## src/rtl/adc_acq_sched_if.sv

```systemverilog
// Bundle between the acquisition scheduler and its controller,
// the ADC front end and the downstream sample FIFO.
interface adc_acq_sched_if #(
    parameter int CNT_W = 16
);
    logic             start_in;
    logic             stop_in;
    logic [CNT_W-1:0] frame_num_in;
    logic [2:0]       ch_mask_in;
    logic             convert_over_in;
    logic [15:0]      dataout_in;
    logic             fifo_full_in;
    logic             adc_en_out;
    logic [1:0]       choice_out;
    logic             fifo_wr_out;
    logic [17:0]      fifo_wdata_out;
    logic             busy_out;
    logic             done_out;
    logic             timeout_err_out;
    logic             overrun_err_out;

    modport slave (
        input  start_in, stop_in, frame_num_in, ch_mask_in,
        input  convert_over_in, dataout_in, fifo_full_in,
        output adc_en_out, choice_out, fifo_wr_out, fifo_wdata_out,
        output busy_out, done_out, timeout_err_out, overrun_err_out
    );

    modport master (
        output start_in, stop_in, frame_num_in, ch_mask_in,
        output convert_over_in, dataout_in, fifo_full_in,
        input  adc_en_out, choice_out, fifo_wr_out, fifo_wdata_out,
        input  busy_out, done_out, timeout_err_out, overrun_err_out
    );
endinterface

```

## src/rtl/adc_acq_sched.sv

```systemverilog
// ADC acquisition scheduler: steps the channel mux on each conversion
// event and pushes tagged samples into the DSP FIFO.
module adc_acq_sched #(
    parameter int TIMEOUT_CYC = 1023,
    parameter int CNT_W       = 16
) (
    input logic            dsp_clk_in,
    input logic            dsp_rst_in,
    adc_acq_sched_if.slave bus
);
    localparam int TW = $clog2(TIMEOUT_CYC + 1);

    typedef enum logic [2:0] {
        IDLE, ARM, WAIT_CONV, SEL, CAP, DONE
    } state_t;

    state_t           state;
    logic             cv_d;
    logic             rise;
    logic [2:0]       mask;
    logic [CNT_W-1:0] fnum;
    logic [CNT_W-1:0] frame_cnt;
    logic [TW-1:0]    tcnt;
    logic             stop_seen;
    logic             adc_en;
    logic             busy;
    logic             done;
    logic             fifo_wr;
    logic [17:0]      wdata;
    logic [1:0]       choice;
    logic             t_err;
    logic             o_err;
    logic [1:0]       first_ch;
    logic [1:0]       nxt_ch;
    logic             has_nxt;
    logic             frame_last;

    assign rise = bus.convert_over_in & ~cv_d;

    // Channel walk uses the mask latched at start, never the live input
    always_comb begin
        first_ch = 2'd2;
        if (mask[0])      first_ch = 2'd0;
        else if (mask[1]) first_ch = 2'd1;
        has_nxt = ((choice == 2'd0) && (mask[1] || mask[2])) ||
                  ((choice == 2'd1) && mask[2]);
        nxt_ch  = ((choice == 2'd0) && mask[1]) ? 2'd1 : 2'd2;
        frame_last = ((fnum != '0) && (frame_cnt + CNT_W'(1) == fnum)) ||
                     stop_seen || bus.stop_in;
    end

    always_ff @(posedge dsp_clk_in) begin
        if (dsp_rst_in) begin
            state     <= IDLE;
            cv_d      <= 1'b0;
            mask      <= '0;
            fnum      <= '0;
            frame_cnt <= '0;
            tcnt      <= '0;
            stop_seen <= 1'b0;
            adc_en    <= 1'b0;
            busy      <= 1'b0;
            done      <= 1'b0;
            fifo_wr   <= 1'b0;
            wdata     <= '0;
            choice    <= '0;
            t_err     <= 1'b0;
            o_err     <= 1'b0;
        end else begin
            cv_d    <= bus.convert_over_in;
            fifo_wr <= 1'b0;
            done    <= 1'b0;
            case (state)
                IDLE: begin
                    if (bus.start_in && (bus.ch_mask_in != 3'b000)) begin
                        mask      <= bus.ch_mask_in;
                        fnum      <= bus.frame_num_in;
                        t_err     <= 1'b0;
                        o_err     <= 1'b0;
                        stop_seen <= 1'b0;
                        busy      <= 1'b1;
                        state     <= ARM;
                    end
                end
                ARM: begin
                    adc_en <= 1'b1;
                    tcnt   <= '0;
                    state  <= WAIT_CONV;
                end
                WAIT_CONV: begin
                    if (bus.stop_in) begin
                        state <= DONE;
                    end else if (rise) begin
                        choice <= first_ch;
                        state  <= SEL;
                    end else if (tcnt == TW'(TIMEOUT_CYC - 1)) begin
                        t_err <= 1'b1;
                        state <= DONE;
                    end else begin
                        tcnt <= tcnt + TW'(1);
                    end
                end
                SEL: begin
                    if (rise)        o_err     <= 1'b1;
                    if (bus.stop_in) stop_seen <= 1'b1;
                    state <= CAP;
                end
                CAP: begin
                    wdata   <= {choice, bus.dataout_in};
                    fifo_wr <= ~bus.fifo_full_in;
                    if (bus.fifo_full_in || rise) o_err     <= 1'b1;
                    if (bus.stop_in)              stop_seen <= 1'b1;
                    if (has_nxt) begin
                        choice <= nxt_ch;
                        state  <= SEL;
                    end else begin
                        frame_cnt <= frame_cnt + CNT_W'(1);
                        if (frame_last) begin
                            state <= DONE;
                        end else begin
                            tcnt      <= '0;
                            stop_seen <= 1'b0;
                            state     <= WAIT_CONV;
                        end
                    end
                end
                DONE: begin
                    adc_en    <= 1'b0;
                    done      <= 1'b1;
                    frame_cnt <= '0;
                    busy      <= 1'b0;
                    state     <= IDLE;
                end
                default: state <= IDLE;
            endcase
        end
    end

    assign bus.adc_en_out      = adc_en;
    assign bus.choice_out      = choice;
    assign bus.fifo_wr_out     = fifo_wr;
    assign bus.fifo_wdata_out  = wdata;
    assign bus.busy_out        = busy;
    assign bus.done_out        = done;
    assign bus.timeout_err_out = t_err;
    assign bus.overrun_err_out = o_err;
endmodule

```

## src/flat_wrapper.sv

```systemverilog
// flat-port wrapper written by rule: the top's interface ports become plain ports
module adc_acq_sched_flat 
#(
    parameter int TIMEOUT_CYC = 1023,
    parameter int CNT_W       = 16
)
  (dsp_clk_in, dsp_rst_in, bus_start_in, bus_stop_in, bus_frame_num_in, bus_ch_mask_in, bus_convert_over_in, bus_dataout_in, bus_fifo_full_in, bus_adc_en_out, bus_choice_out, bus_fifo_wr_out, bus_fifo_wdata_out, bus_busy_out, bus_done_out, bus_timeout_err_out, bus_overrun_err_out);
  adc_acq_sched_if #(.CNT_W(CNT_W)) bus_i ();
  input logic dsp_clk_in;
  input logic dsp_rst_in;
  input wire logic [$bits(bus_i.start_in)-1:0] bus_start_in;
  input wire logic [$bits(bus_i.stop_in)-1:0] bus_stop_in;
  input wire logic [$bits(bus_i.frame_num_in)-1:0] bus_frame_num_in;
  input wire logic [$bits(bus_i.ch_mask_in)-1:0] bus_ch_mask_in;
  input wire logic [$bits(bus_i.convert_over_in)-1:0] bus_convert_over_in;
  input wire logic [$bits(bus_i.dataout_in)-1:0] bus_dataout_in;
  input wire logic [$bits(bus_i.fifo_full_in)-1:0] bus_fifo_full_in;
  output wire logic [$bits(bus_i.adc_en_out)-1:0] bus_adc_en_out;
  output wire logic [$bits(bus_i.choice_out)-1:0] bus_choice_out;
  output wire logic [$bits(bus_i.fifo_wr_out)-1:0] bus_fifo_wr_out;
  output wire logic [$bits(bus_i.fifo_wdata_out)-1:0] bus_fifo_wdata_out;
  output wire logic [$bits(bus_i.busy_out)-1:0] bus_busy_out;
  output wire logic [$bits(bus_i.done_out)-1:0] bus_done_out;
  output wire logic [$bits(bus_i.timeout_err_out)-1:0] bus_timeout_err_out;
  output wire logic [$bits(bus_i.overrun_err_out)-1:0] bus_overrun_err_out;
  assign bus_i.start_in = bus_start_in;
  assign bus_i.stop_in = bus_stop_in;
  assign bus_i.frame_num_in = bus_frame_num_in;
  assign bus_i.ch_mask_in = bus_ch_mask_in;
  assign bus_i.convert_over_in = bus_convert_over_in;
  assign bus_i.dataout_in = bus_dataout_in;
  assign bus_i.fifo_full_in = bus_fifo_full_in;
  assign bus_adc_en_out = bus_i.adc_en_out;
  assign bus_choice_out = bus_i.choice_out;
  assign bus_fifo_wr_out = bus_i.fifo_wr_out;
  assign bus_fifo_wdata_out = bus_i.fifo_wdata_out;
  assign bus_busy_out = bus_i.busy_out;
  assign bus_done_out = bus_i.done_out;
  assign bus_timeout_err_out = bus_i.timeout_err_out;
  assign bus_overrun_err_out = bus_i.overrun_err_out;
  adc_acq_sched #(.TIMEOUT_CYC(TIMEOUT_CYC), .CNT_W(CNT_W)) u_core (.dsp_clk_in(dsp_clk_in), .dsp_rst_in(dsp_rst_in), .bus(bus_i));
endmodule
```

## config.mk

```make
export PLATFORM = sky130hd
export DESIGN_NAME = adc_acq_sched_flat
export DESIGN_NICKNAME = d
export VERILOG_FILES = /design/src/rtl/adc_acq_sched_if.sv /design/src/rtl/adc_acq_sched.sv /design/src/flat_wrapper.sv
export SDC_FILE = /design/constraint.sdc
export NUM_CORES = 1
export LEC_CHECK = 0
export CAP_MARGIN = 20
export CELL_PAD_IN_SITES_DETAIL_PLACEMENT = 0
export CELL_PAD_IN_SITES_GLOBAL_PLACEMENT = 1
export CORE_ASPECT_RATIO = 1.25
export CORE_MARGIN = 5
export CORE_UTILIZATION = 29
export CTS_BUF_LIST = sky130_fd_sc_hd__clkbuf_8
export CTS_CLUSTER_SIZE = 12
export DETAILED_ROUTE_END_ITERATION = 8
export PLACE_DENSITY = 0.69
export SYNTH_ARGS = -nofsm -noshare
export SYNTH_HDL_FRONTEND = slang
export SYNTH_SLANG_ARGS = --single-unit
```

## constraint.sdc

```tcl
create_clock -name dsp_clk_in -period 2.5 [get_ports dsp_clk_in]
set_input_delay 0.5 -clock dsp_clk_in [delete_from_list [all_inputs] [get_ports dsp_clk_in]]
set_output_delay 0.5 -clock dsp_clk_in [all_outputs]
set_load 0.01 [all_outputs]
```

==> impl_metrics.toml <==
[run]
maxCapViolations = 0

[clock_network]
cts-root-to-sink-buffers = 2
clock_tree.htree_level_count = 3
worst_setup_hold_path_clk_slew_ns = 0.08
clk_latency_ns = 0.36
tritoncts_clock_tree = "done"
cts_buffers = 9
cts_root_buf = "clkbuf_8"
cts_num_sinks = 76

[worst_setup_path]
cp_cell_sequence = "ha_4, buf_4, and3_4, and3_4, xnor2_4, nor3_4, a31oi_4, a21oi_4, or4_4, a21oi_2"
worst-path-max-fanout = 7
cpMostUsedCell = "and3_4"
timing.critical_path.buf_inv = 1
worst_setup_end_kind = "flop"
critical_path_required_ns = 2.80
startpoint_type = "flop"
slowest_stage = "or4_4"
cp_delay_by_family_top = "simple AND/OR/NAND/NOR gates"
data_arrival_time_at_the_worst_slack_endpoint_ns = 2.75
critical-path-max-stage-delay_ns = 0.54
timing.setup.critical_path_class = "reg2reg"

[placed_design]
hpwlAfterDp_um = 7380
io_buffers = 66
dpl_cell_area_sq_mm = 0.00473
gp_congestion = 0.817

[floorplanning]
area_enclosed_by_the_die_boundary_sq_mm = 0.0149
die_x_um = 110
num_rows = 45
core_sq_mm = 0.0122
initial_core_util_pct = 29.8
design.portCount = 67
die_y_um = 135

[yosys]
yosys.area_share.simple_pct = 29.2
async_flop_share_pct = 0
ys_seq_area_share_pct = 41.8
ys_seq_elements = 76
yosysWarnings = 0
synth_edf_count = 0
synthesized_net_count = 507
synthDistinctLibCells = 49
synth_top_flop_cell = "dfxtp_1"
post_synth_instance_area_sq_mm = 0.00364
synth_adder_area_share_pct = 1.03
synth-compound-area-share_pct = 17.1
post_synth.cell_area_avg_sq_um = 7.86
synth_xor_area_share_pct = 7.42
muxShareOfSynthArea_pct = 0
synth_top_family_by_area = "simple AND/OR/NAND/NOR gates"
syn_inst = 463

[timing]
max_clk_rate_mhz = 407
timing.final.setup_violations = 0
tightestPinTransition_ns = 0.884
timing.max_slew.rel_slack_pct = 41.0
hold_viol_final = 0
layout_min_cycle_time_ns = 2.46
min_period_over_period_pct = 98.2
rsz0062_at_grt = "true"
maxSlewViolCount = 0
setup_clock_skew_after_layout_ns = 0.0115

[finish]
numnets_final = 608
final_layout_size_suffix_gt1_share_pct = 19.7
antennaDiodeCount = 0
postLayoutCellArea_sq_mm = 0.00517
filler_cell_count = 1262
syn2layout_area_growth_pct = 42.1

[detailed_routing]
drt-total-wl_um = 10200
drt-wirelength-per-cell_um = 13.9
iter_0_drt_violations = 127
drt-pass1-iter-count = 4
antenna_left = 0
drc = 0
drt-vias-per-instance = 4.81
total_via_count_in_the_routed_design = 3526

[grt]
antenna_found_initial = 0
global_route_wire_length_before_repair_um = 16400
overflow = 0
grt.total_usage_pct = 14.0
vias_in_the_first_global_route = 3430
grt_start_max_net_pins = 35

[hold_path]
class_of_the_worst_hold_path = "reg2reg"

[power_and_ir_drop]
pwr_density_cell_mw_per_mm2 = 535
cellLeakagePower_nw = 1.87
max-vdd-ir-drop_mv = 0.215
p_total_mw = 2.77

[run_status]
status = "complete, no violations"
[layer usage]
metal	up-vias	wire, um	global-route usage, %	part of all wire (%)
met5	-	0	0	0
met1	1639	4180	15.2	41
li1	1801	-	-	-
met2	71	5350	26.0	52
met3	15	467	2.91	4.6
met4	0	207	5.75	2.0
[flip-flops by register name, summed over array words and instances, names as in the netlist]
register	cells
u_core.bus.adc_en_out	1
u_core.tcnt	10
u_core.bus.overrun_err_out	1
u_core.bus.busy_out	1
u_core.bus.fifo_wdata_out	18
u_core.fnum	16
u_core.bus.timeout_err_out	1
u_core.bus.done_out	1
u_core.mask	3
u_core.cv_d	1
u_core.bus.choice_out	2
u_core.state	3
u_core.stop_seen	1
u_core.bus.fifo_wr_out	1
u_core.frame_cnt	16
[worst min-delay path: stages (launching register included)]
cell and delay, ns:
dfxtp_1 0.31, nand2_1 0.05, a21oi_1 0.05
[per-stage QoR]
step	util (%)	setup WS (ns)	setup TNS, ns	instances	hold WS, ns
3_5_place_dp	38.7	-0.167	-1.08	711	0.447
5_1_grt	42.3	-0.0275	-0.0550	733	0.478
6_report	42.3	0.0449	0	733	0.455
4_1_cts	41.0	0.000825	0	730	0.458
2_1_floorplan	-	0.0223	0	463	0.437
3_3_place_gp	38.7	-0.0534	-0.101	711	0.442
[area by class of cell]
cell class | instances | area [sq um] | area share [%]
multi-input cells | 357 | 2180 | 42.2
clock buffers | 11 | 151 | 2.93
flip-flops and latches | 76 | 1550 | 29.9
well taps | 164 | 205 | 3.97
clock inverters | 5 | 27.5 | 0.532
repair buffers | 114 | 1040 | 20.1
inverters | 6 | 22.5 | 0.435
[Yosys cell counts, types with 5 or more instances]
library cell	count	area share (%)
nor2b_1	8	1.4
nor2_1	39	4.0
dfxtp_1	76	42
and3_1	6	1.0
xnor2_1	25	6.0
nand2_1	99	10
inv_1	5	0.52
nand4_1	7	1.2
a21oi_1	63	8.7
or3_1	7	1.2
clkbuf_1	23	2.4
o21ai_0	16	2.2
nor4_1	6	1.0
nor3_1	15	2.1
nand3_1	8	1.1
[report_power, final]
part	internal (mW)	leakage, nW	switching [mW]	total [mW]
clock network	0.408	0.100	0.449	0.857
registers	1.27	0.623	0.0629	1.33
logic	0.275	1.15	0.305	0.579
total	1.95	1.87	0.817	2.77
[worst paths after layout]
path / startpoint / endpoint / slack [ns] / cells after the start
worst max-delay path: u_core.frame_cnt[0]$_SDFFE_PP0P_ / u_core.tcnt[6]$_SDFFE_PP0P_ / 0.04 / 10
worst max register to register: u_core.frame_cnt[0]$_SDFFE_PP0P_ / u_core.tcnt[6]$_SDFFE_PP0P_ / 0.04 / 10
worst min-delay path: u_core.bus.fifo_wdata_out[10]$_SDFFE_PP0P_ / u_core.bus.fifo_wdata_out[10]$_SDFFE_PP0P_ / 0.45 / 2
worst min register to register: u_core.bus.fifo_wdata_out[10]$_SDFFE_PP0P_ / u_core.bus.fifo_wdata_out[10]$_SDFFE_PP0P_ / 0.45 / 2
[cells in the final DEF (no fill, tap or decap), types with 3 or more instances in the layout]
| master | Yosys | layout |
|---|---|---|
| nand2_1 | 99 | 99 |
| clkdlybuf4s50_1 | 0 | 65 |
| dfxtp_1 | 76 | 65 |
| a21oi_1 | 63 | 61 |
| buf_4 | 0 | 42 |
| nor2_1 | 39 | 39 |
| xnor2_1 | 25 | 20 |
| o21ai_0 | 16 | 15 |
| nor3_1 | 15 | 11 |
| clkbuf_8 | 0 | 11 |
| nand3_1 | 8 | 8 |
| nor2b_1 | 8 | 7 |
| or3_1 | 7 | 7 |
| nand4_1 | 7 | 7 |
| dfxtp_2 | 0 | 7 |
| inv_1 | 5 | 6 |
| buf_6 | 1 | 6 |
| nor4_1 | 6 | 5 |
| xnor2_2 | 1 | 5 |
| nand2b_1 | 4 | 4 |
| a311oi_1 | 4 | 4 |
| and3_1 | 6 | 4 |
| xor2_1 | 4 | 4 |
| o21ai_1 | 4 | 4 |
| dfxtp_4 | 0 | 4 |
| or2_2 | 3 | 3 |
| nor3_2 | 1 | 3 |
| or4_4 | 1 | 3 |
| o31ai_1 | 3 | 3 |
| clkinv_2 | 0 | 3 |
[timing repair]
item,in CTS,in global routing
hold buffers,0,0
setup buffers,2,4
endpoints found under the setup margin,10,12
cloned,1,0
pin swaps,3,19
gates resized for setup,19,31
[kinds of logic (layout without fill, tap and decap cells)]
group	after synthesis	in the layout
and+or+nand+nor	220	220
DFF	76	76
buffers and inverters	31	136
AOI/OAI and AO/OA	103	104
xor gates and xnor gates	30	30
adders and majority gates	3	3
No activity file was read; power rests on OpenSTA's default activity.
